<file path="src/rtl/signed_addsub_ctrl.sv">
// Handshake/sequencing stage around an external ripple-carry adder: IDLE -> DRIVE -> HOLD.
// Optional macro SIGNED_SAT_EN clamps the result on signed overflow instead of wrapping.
module signed_addsub_ctrl #(
  parameter int WIDTH = 4
) (
  input  logic             clk,
  input  logic             rst,
  // operand side
  input  logic             in_valid,
  output logic             in_ready,
  input  logic [WIDTH-1:0] op_a,
  input  logic [WIDTH-1:0] op_b,
  input  logic             op_sub,
  // external adder
  output logic [WIDTH-1:0] add_a,
  output logic [WIDTH-1:0] add_b,
  output logic             add_cin,
  input  logic [WIDTH-1:0] add_sum,
  input  logic             add_cout,
  // result side
  output logic             res_valid,
  input  logic             res_ready,
  output logic [WIDTH-1:0] res_sum,
  output logic             res_cout,
  output logic             res_ovf,
  output logic             res_neg,
  output logic [WIDTH-1:0] res_mag
);

  localparam int MSB = WIDTH - 1;

  typedef enum logic [1:0] {
    S_IDLE  = 2'd0,
    S_DRIVE = 2'd1,
    S_HOLD  = 2'd2
  } state_t;

  state_t           r_state;
  state_t           w_state_nxt;

  logic [WIDTH-1:0] r_add_a;
  logic [WIDTH-1:0] r_add_b;
  logic             r_add_cin;
  logic [WIDTH-1:0] r_res_sum;
  logic             r_res_cout;
  logic             r_res_ovf;
  logic             r_res_neg;
  logic [WIDTH-1:0] r_res_mag;

  logic             w_accept;
  logic             w_ovf;
  logic [WIDTH-1:0] w_res;
  logic             w_neg;
  logic [WIDTH-1:0] w_mag;

  // Handshake flags decode straight from the state register, so they never glitch.
  assign in_ready  = (r_state == S_IDLE);
  assign res_valid = (r_state == S_HOLD);
  assign w_accept  = in_valid && in_ready;

  // NOTE: every always_comb output gets a default first so no path can infer a latch.
  always_comb begin
    w_state_nxt = r_state;
    case (r_state)
      S_IDLE:  if (w_accept)  w_state_nxt = S_DRIVE;
      S_DRIVE:                w_state_nxt = S_HOLD;
      S_HOLD:  if (res_ready) w_state_nxt = S_IDLE;
      default:                w_state_nxt = S_IDLE;
    endcase
  end

  // NOTE: sequential state uses non-blocking assignments so all registers update together.
  always_ff @(posedge clk) begin
    if (rst) r_state <= S_IDLE;
    else     r_state <= w_state_nxt;
  end

  // Signed overflow: both adder inputs agree in sign but the sum does not.
  // add_b already carries ~B for subtraction, so this covers A-B as well.
  assign w_ovf = (r_add_a[MSB] == r_add_b[MSB]) && (add_sum[MSB] != r_add_a[MSB]);

`ifdef SIGNED_SAT_EN
  always_comb begin
    w_res = add_sum;
    if (w_ovf) begin
      w_res = r_add_a[MSB] ? {1'b1, {(WIDTH-1){1'b0}}} : {1'b0, {(WIDTH-1){1'b1}}};
    end
  end
`else
  assign w_res = add_sum;
`endif

  // Most-negative value negates to itself; read unsigned it is the correct magnitude.
  assign w_neg = w_res[MSB];
  assign w_mag = w_neg ? (~w_res + WIDTH'(1)) : w_res;

  always_ff @(posedge clk) begin
    if (rst) begin
      r_add_a    <= '0;
      r_add_b    <= '0;
      r_add_cin  <= 1'b0;
      r_res_sum  <= '0;
      r_res_cout <= 1'b0;
      r_res_ovf  <= 1'b0;
      r_res_neg  <= 1'b0;
      r_res_mag  <= '0;
    end else begin
      if (r_state == S_IDLE && w_accept) begin
        r_add_a   <= op_a;
        r_add_b   <= op_sub ? ~op_b : op_b;
        r_add_cin <= op_sub;
      end
      if (r_state == S_DRIVE) begin
        r_res_sum  <= w_res;
        r_res_cout <= add_cout;
        r_res_ovf  <= w_ovf;
        r_res_neg  <= w_neg;
        r_res_mag  <= w_mag;
      end
    end
  end

  assign add_a    = r_add_a;
  assign add_b    = r_add_b;
  assign add_cin  = r_add_cin;
  assign res_sum  = r_res_sum;
  assign res_cout = r_res_cout;
  assign res_ovf  = r_res_ovf;
  assign res_neg  = r_res_neg;
  assign res_mag  = r_res_mag;

endmodule

</file>
<file path="config.mk">
export PLATFORM = sky130hd
export DESIGN_NAME = signed_addsub_ctrl
export DESIGN_NICKNAME = d
export VERILOG_FILES = /design/src/rtl/signed_addsub_ctrl.sv
export SDC_FILE = /design/constraint.sdc
export NUM_CORES = 1
export LEC_CHECK = 0
export ABC_AREA = 1
export CAP_MARGIN = 10
export CORE_UTILIZATION = 40
export DETAILED_ROUTE_END_ITERATION = 10
export GPL_TIMING_DRIVEN = 0
export MAX_ROUTING_LAYER = met4
export PLACE_DENSITY = 0.77
export SLEW_MARGIN = 5
export SYNTH_ARGS = -nofsm -noshare
export SYNTH_HDL_FRONTEND = slang
export SYNTH_SLANG_ARGS = --single-unit
</file>
<file path="constraint.sdc">
create_clock -name clk -period 1.8 [get_ports clk]
set_clock_uncertainty 0.2 [all_clocks]
set_input_delay 0.18 -clock clk [delete_from_list [all_inputs] [get_ports clk]]
set_output_delay 0.18 -clock clk [all_outputs]
set_load 0.02 [all_outputs]
</file>
Word level (Yosys, flattened, before mapping)
Cells that the tools add are included.

Bits of input ports: 18. Word-level logic and storage cells: 28. Output and inout bits: 22. Flip-flop bits (word level): 22.

Reductions and logical operators: 5. Bitwise logic cells: 2. Multiplexer cells: 5. Add/subtract/negate cells: 1. Eq/ne operators: 6.

Operators with widths (count): 4-bit 2-to-1 mux (2); 4-bit NOT (2); 2-bit one-hot mux with 3 select lines (1); 4-bit by 1-bit adder with 4-bit output, second input constant (1); 2-bit 2-to-1 mux (2); 2-bit by 1-bit != test with 1-bit output, second input constant (2); 1-bit logical AND (3); 2-bit by 1-bit == test with 1-bit output, second input constant (1); 2-bit == test, second input constant (1); 2-bit logical NOT (1); 2-bit AND reduction (1); 1-bit == test (1); 1-bit != test (1).

Longest topological paths before layout
Word-level depth: 4. Gate-level depth with buffers: 7. Depth with buffers taken out: 7.

Least setup slack after synthesis
OpenSTA, ideal clock, no wires.

Path type: register to register. Start: reg r_state[0]. End: reg r_add_a[0] (netlist: add_a[0]). Arrival: 1.004 ns. Library setup time: 0.116 ns. Slack: 0.480 ns. Period minus slack after synthesis: 1.320 ns. Required time: 1.484 ns. Path buffers: 1. Stages on the path, launching flop included: 6. Cells stage by stage: dfxtp_1 > nor2_2 > nand2_2 > buf_6 > o21ai_0 > nor2_1.

Cells in the longest elaborated chain, start to end: 3.

Ends and longest elaborated chain: start, declared (RTL line 38) `state_t r_state;`; start signal, assigned (RTL line 75) `else r_state <= w_state_nxt;`; 2-bit logical NOT * (RTL line 57) `assign in_ready = (r_state == S_IDLE);`; via in_ready (RTL line 10) `output logic in_ready,`; 1-bit logical AND (RTL line 59) `assign w_accept = in_valid && in_ready;`; 1-bit logical AND * (RTL line 108) `if (r_state == S_IDLE && w_accept) begin`; end signal, assigned (RTL line 109) `r_add_a <= op_a;`; end, declared (RTL line 41) `logic [WIDTH-1:0] r_add_a;`.

Mark *: on every way through the listed nets, which the timed path passes. The rest lies on a longest branch. A chain may end at the register's enable or synchronous reset.

Worst setup path in the final report
Start: reg r_res_sum[0] (netlist: res_sum[0]). End: out res_sum[0].

RTL lines: start, declared (RTL line 44) `logic [WIDTH-1:0] r_res_sum;`; start signal, assigned (RTL line 114) `r_res_sum <= w_res;`; end, declared (RTL line 23) `output logic [WIDTH-1:0] res_sum,`.

No word-level cell between the ends.

==> summary.md <==
| Metric | Value |
|---|---|
| Peak VDD IR | 0.409 mV |
| CTS buffer count | 3 |
| Area used by multi-input combinational logic | 397 sq um |
| CP required | 1420 ps |
| Post-Syn Area | 922 sq um |
| Critical-path cell list | buf_4, clkdlybuf4s50_1 |
| Part of the Yosys area used for sequential elements | 43.4% |
| Post-CTS Setup Inserts | 0 |
| Gate count of the mapped netlist | 133 |
| Post-DP HPWL | 1530 um |
| Largest net degree at the start of global routing | 11 |
| Final setup fails | 0 |
| Syn_nets | 152 |
| Crit path max-delay family | buffers and inverters |
| GPL Wtd Cong | 0.728 |
| Clock Sinks | 20 |
| Die area | 2500 sq um |
| Initial core utilization | 42.1% |
| Fin crit period | 1720 ps |
| Antenna violations before repair | 0 |
| Congestion Overflow GR | 0 |
| Final setup TNS | 0 ps |
| Pins Over Slew Limit | 0 |
| Initial DRC Count | 10 |
| #FFs+latches synth | 20 |
| GRT Util Overall | 17.7% |
| P_leak | 0.643 nW |
| Worst-Margin Slew | 268 ps |
| Pwr dens | 725 nW/um^2 |
| Dpl cells | 199 |
| Worst path max stage delay | 580 ps |
| CP bufs+invs | 2 |
| Number of global-route vias before repair | 828 |
| Vias per cell | 4.56 |
| Nets | 195 |
| Die X | 50.0 um |
| Drc violations | 0 |
| Count of standard-cell rows | 17 |
| Startpoint Class | register |
| Crit path DAT | 1340 ps |
| Hold Path Class | in2reg |
| PortBufs | 38 |
| CP Capture Type | output pin |
| # IOs | 40 |
| Fraction of the cycle the final worst path needs | 95.5% |
| First-pass GRT wire length | 3310 um |
| Vias | 922 |
| Hold Vio Cnt, Final | 0 |
| Share of cells above drive strength 1 | 7.47% |
| Detail Route Antenna Nets | 0 |
| Max Fclk | 582 MHz |
| Die H | 50.0 um |
| Critical-path top delay cell | clkdlybuf4s50_1 |
| Yosys cell types | 16 |
| RSZ-0062 raised after global routing | no |
| CORE AREA | 2190 sq um |
| Status | finished clean |
| Post-Layout Cell Count | 202 |
| Clock Latency Late Sink | 290 ps |
| Hold-fix buffers at CTS | 0 |
| Syn. warnings | 0 |
| Detailed Routing Iterations Pass 1 | 4 |
| Mean Syn Cell Area | 6.93 sq um |
| Clock Pin Slew Worst Setup and Hold Paths | 100 ps |
| Antenna cell count | 0 |
| Routed wire per std cell | 9.66 um |
| Detailed Route WL | 1950 um |
| CTS tree | built |
| Post-CTS Resized | 2 |
| FF+latch area | 402 sq um |
| Max Cap Viol | 0 |
| Area Overhead vs Synth | 47.6% |
| # fillers | 215 |
| CTS root buf | clkbuf_4 |
| Slew headroom | 82.1% |
| Clock Path Buffers | 2 |
| H-tree depth | 1 |
| Setup CP Type | reg2out |
| Critical Path Fanout Max | 3 |
[layout make-up]
class / instances / area share [%]
buffer: 5 / 3.68
clock buffer: 3 / 1.65
inverter: 20 / 5.51
multi-input combinational: 88 / 29.1
sequential: 20 / 29.5
tap: 28 / 2.57
timing repair buffer: 38 / 27.9
[per-layer routing]
layer | track usage, % | wire [um]
met5 | - | 0
met4 | 4.29 | 8
met3 | 3.09 | 107
met2 | 31.1 | 992
met1 | 20.6 | 842
[Yosys cell counts]
cell type	instances	share of area (%)
a21oi_1	5	2.7
buf_2	1	0.54
buf_4	2	1.6
buf_6	1	1.2
bufbuf_8	1	2.0
dfxtp_1	20	43
ha_1	1	1.4
inv_1	20	8.1
nand2_1	26	11
nand2_2	1	0.68
nand3_1	4	2.2
nor2_1	36	15
nor2_2	1	0.68
nor2_4	2	2.4
o21ai_0	9	4.9
xor2_1	3	2.8
[metrics by stage]
step / worst slack, ps / power (mW) / area (sq um) / util, % / hold slack (ps)
after detailed placement: 138 / 0.797 / 1340 / 61.1 / 270
final: 81.6 / 0.986 / 1360 / 62.1 / 69.7
after CTS: 61.4 / 1.00 / 1360 / 62.0 / 73.4
after global placement: 155 / 0.790 / 1340 / 61.1 / 263
after global routing: 3.79 / 1.06 / 1360 / 62.1 / 65.4
after floorplan: 480 / 0.662 / 922 / - / 49.1
[cells by family (layout without fill, tap and decap cells)]
| group | Yosys count | after routing | share of synthesized area (%) |
|---|---|---|---|
| xor+xnor | 3 | 3 | 2.85 |
| fa+ha+maj | 1 | 1 | 1.36 |
| flops | 20 | 20 | 43.4 |
| simple gates | 70 | 70 | 31.2 |
| buf+inv | 25 | 66 | 13.6 |
| compound gates | 14 | 14 | 7.60 |
[cells in the final DEF (no fill, tap or decap)]
cell and count:
xor2_1 3, nand3_1 4, buf_6 1, nor2_4 2
bufbuf_8 1, nor2_2 1, nand2_2 1, dlymetal6s2s_1 1
o21ai_0 9, buf_2 1, clkdlybuf4s50_1 35, dfxtp_1 19
clkbuf_4 3, dfxtp_2 1, ha_1 1, a21oi_1 5
nor2_1 36, buf_4 2, dlygate4sd2_1 2, inv_1 20
nand2_1 26
[worst paths after layout]
check	startpoint	end	slack, ps	depth (start not counted)
hold reg to reg	res_sum[3]$_SDFFE_PP0N_	res_sum[3]$_SDFFE_PP0N_	290	2
setup reg to reg	r_state[0]$_SDFFE_PP0P_	res_ovf$_SDFFE_PP0N_	560	6
hold / removal	op_sub	add_b[1]$_SDFFE_PP0P_	70	4
setup / recovery	res_sum[0]$_SDFFE_PP0N_	res_sum[0]	80	2
[tightest hold or removal path, cell delays in order]
cell and delay [ps]:
buf_2 150, xor2_1 80, nor2_1 80, nor2_1 40
[sequential cells by signal (all words and copies together) (netlist names)]
| name | flops |
|---|---|
| add_a | 4 |
| add_b | 4 |
| r_state | 2 |
| res_cout | 1 |
| res_mag | 3 |
| add_cin | 1 |
| res_sum | 4 |
| res_ovf | 1 |
[where the power goes]
part	switching (mW)	internal, mW	leakage, nW
Combinational	0.143	0.140	0.464
Sequential	0.0223	0.477	0.165
Clock	0.126	0.0779	0.0138
Total	0.291	0.696	0.643
No activity file was read; power rests on OpenSTA's default activity.
